<file path="src/rtl/axi_write_arbiter_if.sv">
// Write-channel bundle between the two CPU masters, the write arbiter and the slave-side decoder.
// slave is the arbiter's view; master is the environment's (masters plus decoder) view.
interface axi_write_arbiter_if #(
    parameter int unsigned ADDR_WIDTH = 32,
    parameter int unsigned ID_WIDTH   = 4
);
    // Master-side request/data/response
    logic                  AWVALID_M0;
    logic                  AWVALID_M1;
    logic [ADDR_WIDTH-1:0] AWADDR_M0;
    logic [ADDR_WIDTH-1:0] AWADDR_M1;
    logic                  WVALID_M0;
    logic                  WVALID_M1;
    logic                  WLAST_M0;
    logic                  WLAST_M1;
    logic                  BREADY_M0;
    logic                  BREADY_M1;
    logic                  AWREADY_M0;
    logic                  AWREADY_M1;
    logic                  WREADY_M0;
    logic                  WREADY_M1;
    logic                  BVALID_M0;
    logic                  BVALID_M1;

    // Decoder side
    logic                  AWREADY;
    logic                  WREADY;
    logic                  BVALID;
    logic                  AWVALID;
    logic                  WVALID;
    logic                  WLAST;
    logic                  BREADY;
    logic [ADDR_WIDTH-1:0] AWADDR;
    logic [ID_WIDTH-1:0]   MasterID;
    logic [1:0]            WriteAddressSel;
    logic [1:0]            WriteDataSel;
    logic [1:0]            WriteRespSel;

    modport slave (
        input  AWVALID_M0, AWVALID_M1, AWADDR_M0, AWADDR_M1,
        input  WVALID_M0, WVALID_M1, WLAST_M0, WLAST_M1,
        input  BREADY_M0, BREADY_M1,
        input  AWREADY, WREADY, BVALID,
        output AWREADY_M0, AWREADY_M1, WREADY_M0, WREADY_M1, BVALID_M0, BVALID_M1,
        output AWVALID, WVALID, WLAST, BREADY, AWADDR, MasterID,
        output WriteAddressSel, WriteDataSel, WriteRespSel
    );

    modport master (
        output AWVALID_M0, AWVALID_M1, AWADDR_M0, AWADDR_M1,
        output WVALID_M0, WVALID_M1, WLAST_M0, WLAST_M1,
        output BREADY_M0, BREADY_M1,
        output AWREADY, WREADY, BVALID,
        input  AWREADY_M0, AWREADY_M1, WREADY_M0, WREADY_M1, BVALID_M0, BVALID_M1,
        input  AWVALID, WVALID, WLAST, BREADY, AWADDR, MasterID,
        input  WriteAddressSel, WriteDataSel, WriteRespSel
    );
endinterface

</file>
<file path="src/rtl/axi_write_arbiter.sv">
// Two-master AXI write arbiter: owns AW/W/B for one full transaction per grant and
// rotates priority round-robin after each write response.
module axi_write_arbiter #(
    parameter int unsigned ADDR_WIDTH = 32,
    parameter int unsigned ID_WIDTH   = 4
) (
    input  logic                clock,
    input  logic                reset,
    axi_write_arbiter_if.slave  bus
);
    typedef enum logic [1:0] {StIdle, StAddr, StData, StResp} state_e;

    state_e                state_q, state_d;
    logic                  prio_q, prio_d;     // 0: M0 wins a tie, 1: M1 wins a tie
    logic                  grant_q, grant_d;   // 0: M0 owns the path, 1: M1
    logic [ADDR_WIDTH-1:0] awaddr_q, awaddr_d;
    logic [ID_WIDTH-1:0]   id_q, id_d;
    logic [1:0]            aw_sel_q, aw_sel_d;
    logic [1:0]            w_sel_q, w_sel_d;
    logic [1:0]            b_sel_q, b_sel_d;

    logic in_addr, in_data, in_resp;
    logic g_awvalid, g_wvalid, g_wlast, g_bready;
    logic aw_hs, w_last_hs, b_hs;
    logic [1:0] grant_onehot;

    assign in_addr = (state_q == StAddr);
    assign in_data = (state_q == StData);
    assign in_resp = (state_q == StResp);

    assign g_awvalid = grant_q ? bus.AWVALID_M1 : bus.AWVALID_M0;
    assign g_wvalid  = grant_q ? bus.WVALID_M1  : bus.WVALID_M0;
    assign g_wlast   = grant_q ? bus.WLAST_M1   : bus.WLAST_M0;
    assign g_bready  = grant_q ? bus.BREADY_M1  : bus.BREADY_M0;

    assign grant_onehot = grant_q ? 2'b10 : 2'b01;

    assign aw_hs     = in_addr & g_awvalid & bus.AWREADY;
    assign w_last_hs = in_data & g_wvalid & bus.WREADY & g_wlast;
    assign b_hs      = in_resp & bus.BVALID & g_bready;

    // Handshake forwarding is combinational within a state; the loser sees zeros throughout.
    assign bus.AWVALID    = in_addr & g_awvalid;
    assign bus.AWREADY_M0 = in_addr & ~grant_q & bus.AWREADY;
    assign bus.AWREADY_M1 = in_addr &  grant_q & bus.AWREADY;
    assign bus.WVALID     = in_data & g_wvalid;
    assign bus.WLAST      = in_data & g_wlast;
    assign bus.WREADY_M0  = in_data & ~grant_q & bus.WREADY;
    assign bus.WREADY_M1  = in_data &  grant_q & bus.WREADY;
    assign bus.BVALID_M0  = in_resp & ~grant_q & bus.BVALID;
    assign bus.BVALID_M1  = in_resp &  grant_q & bus.BVALID;
    assign bus.BREADY     = in_resp & g_bready;

    assign bus.AWADDR          = awaddr_q;
    assign bus.MasterID        = id_q;
    assign bus.WriteAddressSel = aw_sel_q;
    assign bus.WriteDataSel    = w_sel_q;
    assign bus.WriteRespSel    = b_sel_q;

    always_comb begin
        state_d  = state_q;
        prio_d   = prio_q;
        grant_d  = grant_q;
        awaddr_d = awaddr_q;
        id_d     = id_q;
        aw_sel_d = aw_sel_q;
        w_sel_d  = w_sel_q;
        b_sel_d  = b_sel_q;
        unique case (state_q)
            StIdle: begin
                if (bus.AWVALID_M0 || bus.AWVALID_M1) begin
                    // Tie goes to prio; a sole requester wins regardless of prio.
                    grant_d  = (bus.AWVALID_M0 && bus.AWVALID_M1) ? prio_q : bus.AWVALID_M1;
                    awaddr_d = grant_d ? bus.AWADDR_M1 : bus.AWADDR_M0;
                    id_d     = grant_d ? ID_WIDTH'(1) : '0;
                    aw_sel_d = grant_d ? 2'b10 : 2'b01;
                    state_d  = StAddr;
                end
            end
            StAddr: begin
                if (aw_hs) begin
                    aw_sel_d = 2'b00;
                    w_sel_d  = grant_onehot;
                    state_d  = StData;
                end
            end
            StData: begin
                if (w_last_hs) begin
                    w_sel_d = 2'b00;
                    b_sel_d = grant_onehot;
                    state_d = StResp;
                end
            end
            StResp: begin
                if (b_hs) begin
                    b_sel_d  = 2'b00;
                    prio_d   = ~grant_q;
                    id_d     = '1;
                    awaddr_d = '0;
                    state_d  = StIdle;
                end
            end
            default: state_d = StIdle;
        endcase
    end

    always_ff @(posedge clock or negedge reset) begin
        if (!reset) begin
            state_q  <= StIdle;
            prio_q   <= 1'b0;
            grant_q  <= 1'b0;
            awaddr_q <= '0;
            id_q     <= '1;
            aw_sel_q <= 2'b00;
            w_sel_q  <= 2'b00;
            b_sel_q  <= 2'b00;
        end else begin
            state_q  <= state_d;
            prio_q   <= prio_d;
            grant_q  <= grant_d;
            awaddr_q <= awaddr_d;
            id_q     <= id_d;
            aw_sel_q <= aw_sel_d;
            w_sel_q  <= w_sel_d;
            b_sel_q  <= b_sel_d;
        end
    end
endmodule

</file>
<file path="src/flat_wrapper.sv">
// flat-port wrapper written by rule: the top's interface ports become plain ports
module axi_write_arbiter_flat 
#(
    parameter int unsigned ADDR_WIDTH = 32,
    parameter int unsigned ID_WIDTH   = 4
)
  (clock, reset, bus_AWVALID_M0, bus_AWVALID_M1, bus_AWADDR_M0, bus_AWADDR_M1, bus_WVALID_M0, bus_WVALID_M1, bus_WLAST_M0, bus_WLAST_M1, bus_BREADY_M0, bus_BREADY_M1, bus_AWREADY, bus_WREADY, bus_BVALID, bus_AWREADY_M0, bus_AWREADY_M1, bus_WREADY_M0, bus_WREADY_M1, bus_BVALID_M0, bus_BVALID_M1, bus_AWVALID, bus_WVALID, bus_WLAST, bus_BREADY, bus_AWADDR, bus_MasterID, bus_WriteAddressSel, bus_WriteDataSel, bus_WriteRespSel);
  axi_write_arbiter_if #(.ADDR_WIDTH(ADDR_WIDTH), .ID_WIDTH(ID_WIDTH)) bus_i ();
  input  logic clock;
  input  logic reset;
  input wire logic [$bits(bus_i.AWVALID_M0)-1:0] bus_AWVALID_M0;
  input wire logic [$bits(bus_i.AWVALID_M1)-1:0] bus_AWVALID_M1;
  input wire logic [$bits(bus_i.AWADDR_M0)-1:0] bus_AWADDR_M0;
  input wire logic [$bits(bus_i.AWADDR_M1)-1:0] bus_AWADDR_M1;
  input wire logic [$bits(bus_i.WVALID_M0)-1:0] bus_WVALID_M0;
  input wire logic [$bits(bus_i.WVALID_M1)-1:0] bus_WVALID_M1;
  input wire logic [$bits(bus_i.WLAST_M0)-1:0] bus_WLAST_M0;
  input wire logic [$bits(bus_i.WLAST_M1)-1:0] bus_WLAST_M1;
  input wire logic [$bits(bus_i.BREADY_M0)-1:0] bus_BREADY_M0;
  input wire logic [$bits(bus_i.BREADY_M1)-1:0] bus_BREADY_M1;
  input wire logic [$bits(bus_i.AWREADY)-1:0] bus_AWREADY;
  input wire logic [$bits(bus_i.WREADY)-1:0] bus_WREADY;
  input wire logic [$bits(bus_i.BVALID)-1:0] bus_BVALID;
  output wire logic [$bits(bus_i.AWREADY_M0)-1:0] bus_AWREADY_M0;
  output wire logic [$bits(bus_i.AWREADY_M1)-1:0] bus_AWREADY_M1;
  output wire logic [$bits(bus_i.WREADY_M0)-1:0] bus_WREADY_M0;
  output wire logic [$bits(bus_i.WREADY_M1)-1:0] bus_WREADY_M1;
  output wire logic [$bits(bus_i.BVALID_M0)-1:0] bus_BVALID_M0;
  output wire logic [$bits(bus_i.BVALID_M1)-1:0] bus_BVALID_M1;
  output wire logic [$bits(bus_i.AWVALID)-1:0] bus_AWVALID;
  output wire logic [$bits(bus_i.WVALID)-1:0] bus_WVALID;
  output wire logic [$bits(bus_i.WLAST)-1:0] bus_WLAST;
  output wire logic [$bits(bus_i.BREADY)-1:0] bus_BREADY;
  output wire logic [$bits(bus_i.AWADDR)-1:0] bus_AWADDR;
  output wire logic [$bits(bus_i.MasterID)-1:0] bus_MasterID;
  output wire logic [$bits(bus_i.WriteAddressSel)-1:0] bus_WriteAddressSel;
  output wire logic [$bits(bus_i.WriteDataSel)-1:0] bus_WriteDataSel;
  output wire logic [$bits(bus_i.WriteRespSel)-1:0] bus_WriteRespSel;
  assign bus_i.AWVALID_M0 = bus_AWVALID_M0;
  assign bus_i.AWVALID_M1 = bus_AWVALID_M1;
  assign bus_i.AWADDR_M0 = bus_AWADDR_M0;
  assign bus_i.AWADDR_M1 = bus_AWADDR_M1;
  assign bus_i.WVALID_M0 = bus_WVALID_M0;
  assign bus_i.WVALID_M1 = bus_WVALID_M1;
  assign bus_i.WLAST_M0 = bus_WLAST_M0;
  assign bus_i.WLAST_M1 = bus_WLAST_M1;
  assign bus_i.BREADY_M0 = bus_BREADY_M0;
  assign bus_i.BREADY_M1 = bus_BREADY_M1;
  assign bus_i.AWREADY = bus_AWREADY;
  assign bus_i.WREADY = bus_WREADY;
  assign bus_i.BVALID = bus_BVALID;
  assign bus_AWREADY_M0 = bus_i.AWREADY_M0;
  assign bus_AWREADY_M1 = bus_i.AWREADY_M1;
  assign bus_WREADY_M0 = bus_i.WREADY_M0;
  assign bus_WREADY_M1 = bus_i.WREADY_M1;
  assign bus_BVALID_M0 = bus_i.BVALID_M0;
  assign bus_BVALID_M1 = bus_i.BVALID_M1;
  assign bus_AWVALID = bus_i.AWVALID;
  assign bus_WVALID = bus_i.WVALID;
  assign bus_WLAST = bus_i.WLAST;
  assign bus_BREADY = bus_i.BREADY;
  assign bus_AWADDR = bus_i.AWADDR;
  assign bus_MasterID = bus_i.MasterID;
  assign bus_WriteAddressSel = bus_i.WriteAddressSel;
  assign bus_WriteDataSel = bus_i.WriteDataSel;
  assign bus_WriteRespSel = bus_i.WriteRespSel;
  axi_write_arbiter #(.ADDR_WIDTH(ADDR_WIDTH), .ID_WIDTH(ID_WIDTH)) u_core (.clock(clock), .reset(reset), .bus(bus_i));
endmodule
</file>
<file path="config.mk">
export PLATFORM = sky130hd
export DESIGN_NAME = axi_write_arbiter_flat
export DESIGN_NICKNAME = d
export VERILOG_FILES = /design/src/rtl/axi_write_arbiter_if.sv /design/src/rtl/axi_write_arbiter.sv /design/src/flat_wrapper.sv
export SDC_FILE = /design/constraint.sdc
export NUM_CORES = 1
export LEC_CHECK = 0
export CAP_MARGIN = 20
export CELL_PAD_IN_SITES_DETAIL_PLACEMENT = 0
export CELL_PAD_IN_SITES_GLOBAL_PLACEMENT = 1
export CORE_MARGIN = 2
export CORE_UTILIZATION = 26
export CTS_CLUSTER_DIAMETER = 150
export DETAILED_ROUTE_END_ITERATION = 8
export PLACE_DENSITY = 0.75
export SLEW_MARGIN = 20
export SYNTH_ARGS = -nofsm -noshare
export SYNTH_HDL_FRONTEND = slang
export SYNTH_SLANG_ARGS = --single-unit
</file>
<file path="constraint.sdc">
create_clock -name clock -period 1.6 [get_ports clock]
set_input_delay 0.4 -clock clock [delete_from_list [all_inputs] [get_ports clock]]
set_output_delay 0.4 -clock clock [all_outputs]
set_load 0.01 [all_outputs]
</file>
* Yosys cells after proc, flatten, opt, wreduce, memory -nomap -nowiden
Cells that the tools add are included.
Word-level totals: logic and storage cells 79, register bits after elaboration 46, bits of input ports 77
Operators by class: bitwise logic cells 22, equality and inequality tests 7, reduce and logical (&&, ||, !) cells 14, mux-type cells 28
Operators by type and width (number):
- 2-to-1 mux 32 bit | 3
- case mux 32 bit (2 select lines) | 1
- 2-to-1 mux 2 bit | 11
- AND 1 bit | 21
- case mux 2 bit (2 select lines) | 3
- AND reduction 3 bit | 4
- 2-to-1 mux 4 bit | 2
- case mux 2 bit (4 select lines) | 1
- case mux 4 bit (2 select lines) | 1
- nonzero test 2 bit | 4
- 2-to-1 mux 1 bit | 6
- != test 2 bit, second input constant | 3
- == test 2 bit, second input constant | 2
- AND reduction 2 bit | 2
- AND reduction 4 bit | 1
- == test 2 x 1 -> 1 bit, second input constant | 1
- zero test 2 bit | 1
- != test 2 x 1 -> 1 bit, second input constant | 1
- logical AND 1 bit | 1
- logical OR 1 bit | 1
- NOT 1 bit | 1

* Logic depth before layout (Yosys ltp)
Gate-level depths: netlist of run 1.
depth in word-level cells 6, mapped depth 7, mapped depth without buffers 6

* Worst setup path before layout of run 1
OpenSTA, ideal clock, no wires.
path kind reg2reg, from register u_core.state_q[0], to register u_core.awaddr_q[0], in the netlist u_core.bus.AWADDR[0], buffers on the path 2, required time 1522 ps, data arrival time 1604 ps, setup slack -82 ps, stages on the path, launching flop included 8, library setup time 78 ps, path through dfrtp_1 -> inv_1 -> ha_1 -> inv_1 -> or3_1 -> clkbuf_1 -> buf_2 -> o2bb2ai_1
On the way: longest elaborated chain between the ends 5
Ends and longest elaborated chain:
- start: declaration | line axi_write_arbiter.sv:13 | state_e state_q, state_d;
- start signal: assignment | line axi_write_arbiter.sv:109 | state_q <= StIdle;
- start signal: assignment | line axi_write_arbiter.sv:118 | state_q <= state_d;
- == test 2 bit | line axi_write_arbiter.sv:29, axi_write_arbiter.sv:69
- AND 1 bit (2 in a row) | line axi_write_arbiter.sv:40 | assign b_hs = in_resp & bus.BVALID & g_bready;
- != test 2 bit (no source line)
- AND reduction 3 bit (no source line)
- end signal: assignment | line axi_write_arbiter.sv:121 | awaddr_q <= awaddr_d;
- end: declaration | line axi_write_arbiter.sv:16 | logic [ADDR_WIDTH-1:0] awaddr_q, awaddr_d;
Parallel ways exist; a longest one is shown, timed or not. A chain may end at the register's enable or synchronous reset.

* Worst setup path in the final report of run 1
from register u_core.grant_q, to register u_core.awaddr_q[6], in the netlist u_core.bus.AWADDR[6]
On the way: longest elaborated chain between the ends 4
Ends and longest elaborated chain:
- start: declaration | line axi_write_arbiter.sv:15 | logic grant_q, grant_d;
- start signal: assignment | line axi_write_arbiter.sv:120 | grant_q <= grant_d;
- 2-to-1 mux 1 bit | line axi_write_arbiter.sv:34 | assign g_bready = grant_q ? bus.BREADY_M1 : bus.BREADY_M0;
- AND 1 bit | line axi_write_arbiter.sv:40
- != test 2 bit (no source line)
- AND reduction 3 bit (no source line)
Every way passes these cells.

==> qor.yml, run 1 <==
status: "complete, but fails checks"
violations: "negative setup slack"
worst_pin_slew_ns: 0.3469
yosys_warnings: 0
vias: 2240
crit_buf_inv: 3
finalSetupTns_ns: -7.810
reg2reg_from: "u_core.grant_q$_DFFE_PN0P_"
setup-violations-final: 49
slew_headroom: 0.7687
synth-edff-count: 0
cts_buffer_depth: 2
synthTopCellsByArea: "dfrtp_1 (45%), mux2i_1 (16%), o2bb2ai_1 (13%), buf_6 (2.4%), dfstp_2 (2.2%)"
clk_latency_ns: 0.30
viasPerCell: 4.600
grt_max_degree: 28
tritoncts: "done"
netlist_instances: 204
grt_pass1_wl_um: 11820
gp_congestion: 0.7597
vdd_drop_max_v: 0.0008333
crit_chain: "buf_4, mux2i_1, o21a_4, a211o_4, buf_12, clkbuf_16, o2bb2ai_2"
synth_nets: 285
crit_type: "register to register"
grt_pass1_vias: 2371
timing.hold.ws_ns: 0.05332
crit_fanout: 6
grt_setup_unrepaired: "true"
finClkSkew_ns: 0.01770
io_buffer_count: 128
cp_slowest_cell: "dfrtp_2"
layout_min_cycle_time_ns: 1.799
path_delay_family: "compound AO/OA/AOI/OAI gates"
cts.sinks: 44
min_period_over_period: 1.125
synth_top_area_frac: 0.4456
final_nets: 459
ios: 129
dpl.hpwl_um: 5158
yosysSeqAreaShare: 0.4679
syn_area_sq_mm: 0.002359
layout_setup_ws_ns: -0.1993
area_growth_pct: 101.2
die_w_um: 99.24
ant_nets: 0
grt_util_all_layers: 0.1518
drive_gt1_frac: 0.3536
p_total_mw: 8.465
initial_core_util: 0.2691
synth_area_leader_cell: "dfrtp_1"
final_cell_mix: "clkdlybuf4s50_1 (74), dlygate4sd2_1 (42), dfrtp_1 (40)"
p_per_area_mw_per_mm2: 1784
drc: 0
drtIter0Drc: 32
mostFrequentLayoutCell: "clkdlybuf4s50_1"
synth_area_per_cell_sq_um: 11.56
hold_viol_final: 0
cts.htree.levels: 2
slowest_delay_ns: 0.47
diodes: 0
worstSetupStartpointType: "register"
clockRootBuffer: "clkbuf_8"
async_reset_ff_frac: 1.000
synth-main-ff-cell: "dfrtp_1"
drt_pass1_iterations: 4
fmax_mhz: 555.8
wl_per_cell_um: 16.22
antenna_found_initial: 0
fp.coreArea_sq_mm: 0.008763
crit_required_ns: 1.78
crit_arrival_ns: 1.98
numCtsBuffers: 5
ys_ff_latch: 44
die_y_um: 99.24
rrSetupSlack_ns: -0.20
min_path_type: "input pin to async pin"
ys_types: 36
wirelength_um: 7901
crit_path_end_kind: "register"
fp.dieArea_sq_mm: 0.009849
slew_viol_final: 0
rows: 34
cts.clk_slew.worst_paths_ns: 0.10
grt-ovfl-total: 0
maxCapViolCount: 0
leakagePower_nw: 2.230
r2r_end: "u_core.bus.AWADDR[6]$_DFFE_PN0P_"
r2r_cells: 7
## routing by layer
metal,wire (um),vias up,track usage
met5,0,-,0
met4,29,0,0.02845
met3,546,2,0.04498
met2,3978,70,0.2718
met1,3345,1071,0.1815
li1,-,1097,-
## Yosys cell counts, types with 2 or more instances
master	number
buf_4	2
clkbuf_1	4
nor2_1	8
inv_1	12
nor2b_1	4
mux2i_1	38
a22o_1	3
and3_1	4
nand2b_1	4
dfrtp_1	42
buf_6	5
or2_2	2
buf_2	7
a21boi_0	2
dfstp_2	2
nand2_1	6
o2bb2ai_1	34
o21ai_0	2
o41ai_1	2
ha_1	4
a21oi_1	2
## logic make-up after synthesis
logic type / after synthesis / share of synthesized area
muxes: 40 / 0.1708
AOI/OAI and AO/OA: 53 / 0.1894
buffers and inverters: 30 / 0.07055
DFF: 44 / 0.4679
adders and majority gates: 4 / 0.02122
and+or+nand+nor: 33 / 0.08010
## metrics by stage
step,std cells,area [sq um],util,setup slack (ns)
2_1_floorplan,204,2389,-,-0.02195
3_3_place_gp,451,3948,0.4505,-0.4941
3_5_place_dp,451,3948,0.4505,-0.5172
4_1_cts,474,4404,0.5026,-0.2002
5_1_grt,487,4746,0.5415,-0.2563
6_report,487,4746,0.5415,-0.1993
## flip-flops by register name (all words and copies together), names as in the netlist
register                    cells
u_core.bus.AWADDR              32
u_core.state_q                  2
u_core.bus.WriteAddressSel      2
u_core.prio_q                   1
u_core.bus.WriteRespSel         2
u_core.bus.WriteDataSel         2
u_core.bus.MasterID             2
u_core.grant_q                  1
## what timing repair did
action                                  4_1_cts  5_1_grt
endpoints found under the setup margin       92       52
pin swaps                                     1       10
buffers inserted                             10       11
gates resized for setup                     128       35
gates cloned                                  5        2
hold buffers                                  0        0
## where the power goes
part / leakage (nW) / switching [mW] / internal (mW)
Sequential: 0.559 / 0.328 / 1.57
Combinational: 1.61 / 2.32 / 3.32
Clock: 0.0614 / 0.409 / 0.511
Total: 2.23 / 3.06 / 5.40
## cell type report
type / count / area (sq um)
Clock inverter: 2 / 38.79
Multi-Input combinational cell: 130 / 1459
Fill cell: 781 / 4018
Inverter: 12 / 45.04
Sequential cell: 44 / 1106
Timing Repair Buffer: 185 / 1879
Tap cell: 108 / 135.1
Clock buffer: 6 / 82.58
## worst reg2reg max path: cells and delay by family, from the launching register on
kind,cells,cell delay (ns)
buf+inv,3,0.46
flops,1,0.47
mux,1,0.13
compound gates,3,0.64
## worst max path at each step
stage / start / endpoint / cells past startpoint
floorplan: u_core.state_q[1]$_DFFE_PN0P_ / u_core.bus.WriteDataSel[0]$_DFFE_PN0P_ / 6
CTS: u_core.grant_q$_DFFE_PN0P_ / u_core.bus.AWADDR[5]$_DFFE_PN0P_ / 6
global route: u_core.state_q[0]$_DFFE_PN0P_ / u_core.bus.AWADDR[22]$_DFFE_PN0P_ / 7
finish: u_core.grant_q$_DFFE_PN0P_ / u_core.bus.AWADDR[6]$_DFFE_PN0P_ / 7
detailed placement: bus_AWVALID_M1 / u_core.bus.WriteDataSel[0]$_DFFE_PN0P_ / 6
global placement: bus_AWVALID_M1 / bus_AWVALID / 4
Note: power is estimated with default switching activity, not from simulation.
==> run 2, diff against run 1 <==
--- a/config.mk
+++ b/config.mk
@@ -12,7 +12,7 @@
 export CORE_UTILIZATION = 26
 export CTS_CLUSTER_DIAMETER = 150
 export DETAILED_ROUTE_END_ITERATION = 8
-export PLACE_DENSITY = 0.75
+export PLACE_DENSITY_LB_ADDON = 0.05
 export SLEW_MARGIN = 20
 export SYNTH_ARGS = -nofsm -noshare
 export SYNTH_HDL_FRONTEND = slang
==> run 2 against run 1 <==
Compared with the run above: the flow still finishes with violations (negative setup slack); flip-flop and latch count stayed put; via count is 1.7% lower; critical endpoint is now u_core.bus.AWADDR[31]$_DFFE_PN0P_; worst hold slack better by 0.014 ns; sequential share of layout area is 1.5 points higher.
==> qor.yml, run 2 (synthesized netlist as in run 1, its figures left out) <==
clockRootBuffer: "clkbuf_8"
tritoncts: "done"
violations: "negative setup slack"
p_total_mw: 7.321  # -14%
final_cell_mix: "clkdlybuf4s50_1 (74), dfrtp_1 (42), mux2i_1 (35), dlygate4sd2_1 (35), buf_4 (24)"
initial_core_util: 0.2691  # unchanged
clk_latency_ns: 0.29  # about the same
gp_congestion: 0.7234  # -4.8%
slew_headroom: 0.7678  # -0.0009100
ios: 129  # unchanged
viasPerCell: 4.677  # +1.7%
r2r_end: "u_core.bus.AWADDR[31]$_DFFE_PN0P_"
grt-ovfl-total: 0  # unchanged
fp.dieArea_sq_mm: 0.009849  # unchanged
largest_reg_flops: 32  # unchanged
die_w_um: 99.24  # unchanged
slowest_delay_ns: 0.39  # -0.08 ns
finalSetupTns_ns: -6.081  # +1.729 ns
ant_nets: 0  # unchanged
maxCapViolCount: 0  # unchanged
setup-violations-final: 51  # +4.1%
min_path_type: "input pin to async pin"
crit_fanout: 8  # +2
vdd_drop_max_v: 0.0007358  # -12%
p_per_area_mw_per_mm2: 1645  # -7.8%
drive_gt1_frac: 0.3030  # -0.05053
worst_pin_slew_ns: 0.3483  # +0.001365 ns
slew_viol_final: 0  # unchanged
drtIter0Drc: 30  # -6.3%
crit_buf_inv: 5  # +2
post-route-util: 0.5077  # -0.03384
reg2reg_from: "u_core.state_q[1]$_DFFE_PN0P_"
diodes: 0  # unchanged
grt_util_all_layers: 0.1393  # -0.01244
io_buffer_count: 128  # unchanged
mostFrequentLayoutCell: "clkdlybuf4s50_1"
fp.coreArea_sq_mm: 0.008763  # unchanged
area_growth_pct: 88.65
vias: 2203  # -1.7%
die_y_um: 99.24  # unchanged
final_nets: 444  # -3.3%
wirelength_um: 7092  # -10%
drt_pass1_iterations: 4  # unchanged
grt_setup_unrepaired: "true"
path_depth: 8  # +1
fmax_mhz: 570.4  # +2.6%
drc: 0  # unchanged
cts.htree.levels: 2  # unchanged
grt_max_degree: 45  # +61%
r2r_cells: 8  # +1
worstSetupStartpointType: "register"
rrSetupSlack_ns: -0.15  # +0.05 ns
leakagePower_nw: 2.159  # -3.2%
rows: 34  # unchanged
hold_viol_final: 0  # unchanged
crit_type: "register to register"
wl_per_cell_um: 15.06  # -7.2%
grt_pass1_vias: 2160  # -8.9%
crit_arrival_ns: 1.94  # -0.04 ns
holdBufCountCts: 0  # unchanged
path_delay_family: "buffers and inverters"
grt_pass1_wl_um: 11070  # -6.3%
antenna_found_initial: 0  # unchanged
min_period_over_period: 1.096  # -0.02883
cts.sinks: 44  # unchanged
finClkSkew_ns: 0.004276  # -0.01342 ns
crit_top_cell: "buf_6"
dpl_cell_area_sq_mm: 0.003935  # -0.32%
cp_slowest_cell: "a211o_4"
dpl.hpwl_um: 4913  # -4.8%
crit_chain: "buf_6, inv_4, buf_4, ha_4, buf_6, a211o_4, clkbuf_16, o2bb2ai_1"
crit_start: "u_core.state_q[1]$_DFFE_PN0P_"
crit_path_end_kind: "register"
layout_min_cycle_time_ns: 1.753  # -0.04613 ns
layout_setup_ws_ns: -0.1532  # +0.04613 ns
crit_required_ns: 1.79  # about the same
cts_buffer_depth: 2  # unchanged
numCtsBuffers: 5  # unchanged
final_cell_area_sq_mm: 0.004449  # -6.2%
status: "complete, but fails checks"
cts.clk_slew.worst_paths_ns: 0.08  # -0.02 ns
[run 2: cell types whose count changed in the layout (fill, tap and decap cells not counted), sizes merged]
cell           change
dlygate4sd2        -7
clkbuf             -2
buf               -14
dlymetal6s2s       +7
bufbuf             -1
bufinv             -1
clkdlybuf4s15      +1
clkinvlp           +1
[run 2: routing by layer]
| layer | routed length [um] | global-route usage | vias up |
|---|---|---|---|
| met3 | 505 | 0.03725 | 7 |
| li1 | - | - | 1072 |
| met2 | 3395 | 0.2313 | 72 |
| met4 | 65 | 0.03161 | 0 |
| met1 | 3125 | 0.1826 | 1052 |
| met5 | 0 | 0 | - |
[run 2: through the flow]
step	setup WS [ns]	hold WS [ns]	cells
after floorplan	-0.02195	0.1044	204
after global placement	-0.6353	0.4034	451
after detailed placement	-0.6413	0.4051	451
after CTS	-0.1724	0.08149	463
after global routing	-0.2226	0.08573	471
final	-0.1532	0.06747	471
[run 2: worst max-delay path by stage]
stage / slack (ns) / end
after global placement: -0.64 / bus_AWVALID
after floorplan: -0.02 / u_core.bus.WriteDataSel[0]$_DFFE_PN0P_
final: -0.15 / u_core.bus.AWADDR[31]$_DFFE_PN0P_
after CTS: -0.17 / u_core.bus.WriteDataSel[0]$_DFFE_PN0P_
after global routing: -0.22 / u_core.state_q[0]$_DFFE_PN0P_
after detailed placement: -0.64 / bus_AWVALID
[run 2: repair_timing]
item                       4_1_cts  5_1_grt
cloned                           1        3
setup endpoints to repair       86       59
buffers inserted                 4        5
resized for setup              108       47
pin swaps                        3        5
[run 2: worst reg2reg max path: cells and delay by family, from the launching register on]
| kind | cells | cell delay [ns] |
|---|---|---|
| adder cells (fa/ha/maj) | 1 | 0.17 |
| AO/OA/AOI/OAI | 2 | 0.51 |
| flip-flops | 1 | 0.38 |
| buffers and inverters | 5 | 0.59 |
[run 2: final cells by class]
cell class / count / area, sq um
Clock buffer: 5 / 68.82
Fill cell: 850 / 4314
Tap cell: 108 / 135.1
Clock inverter: 2 / 12.51
Timing Repair Buffer: 170 / 1703
Inverter: 12 / 50.05
Multi-Input combinational cell: 130 / 1376
Sequential cell: 44 / 1104
[run 2: where the power goes]
part           leakage [nW]  internal, mW  total, mW  switching, mW
logic                  1.56          2.71       4.81           2.10
registers             0.560          1.57       1.83          0.267
clock network        0.0400         0.296      0.680          0.384
==> run 3, diff against run 2 <==
--- a/config.mk
+++ b/config.mk
@@ -5,7 +5,6 @@
 export SDC_FILE = /design/constraint.sdc
 export NUM_CORES = 1
 export LEC_CHECK = 0
-export CAP_MARGIN = 20
 export CELL_PAD_IN_SITES_DETAIL_PLACEMENT = 0
 export CELL_PAD_IN_SITES_GLOBAL_PLACEMENT = 1
 export CORE_MARGIN = 2
==> results of run 3 <==
No change in the layout: final DEF, timing and power equal those of run 2.
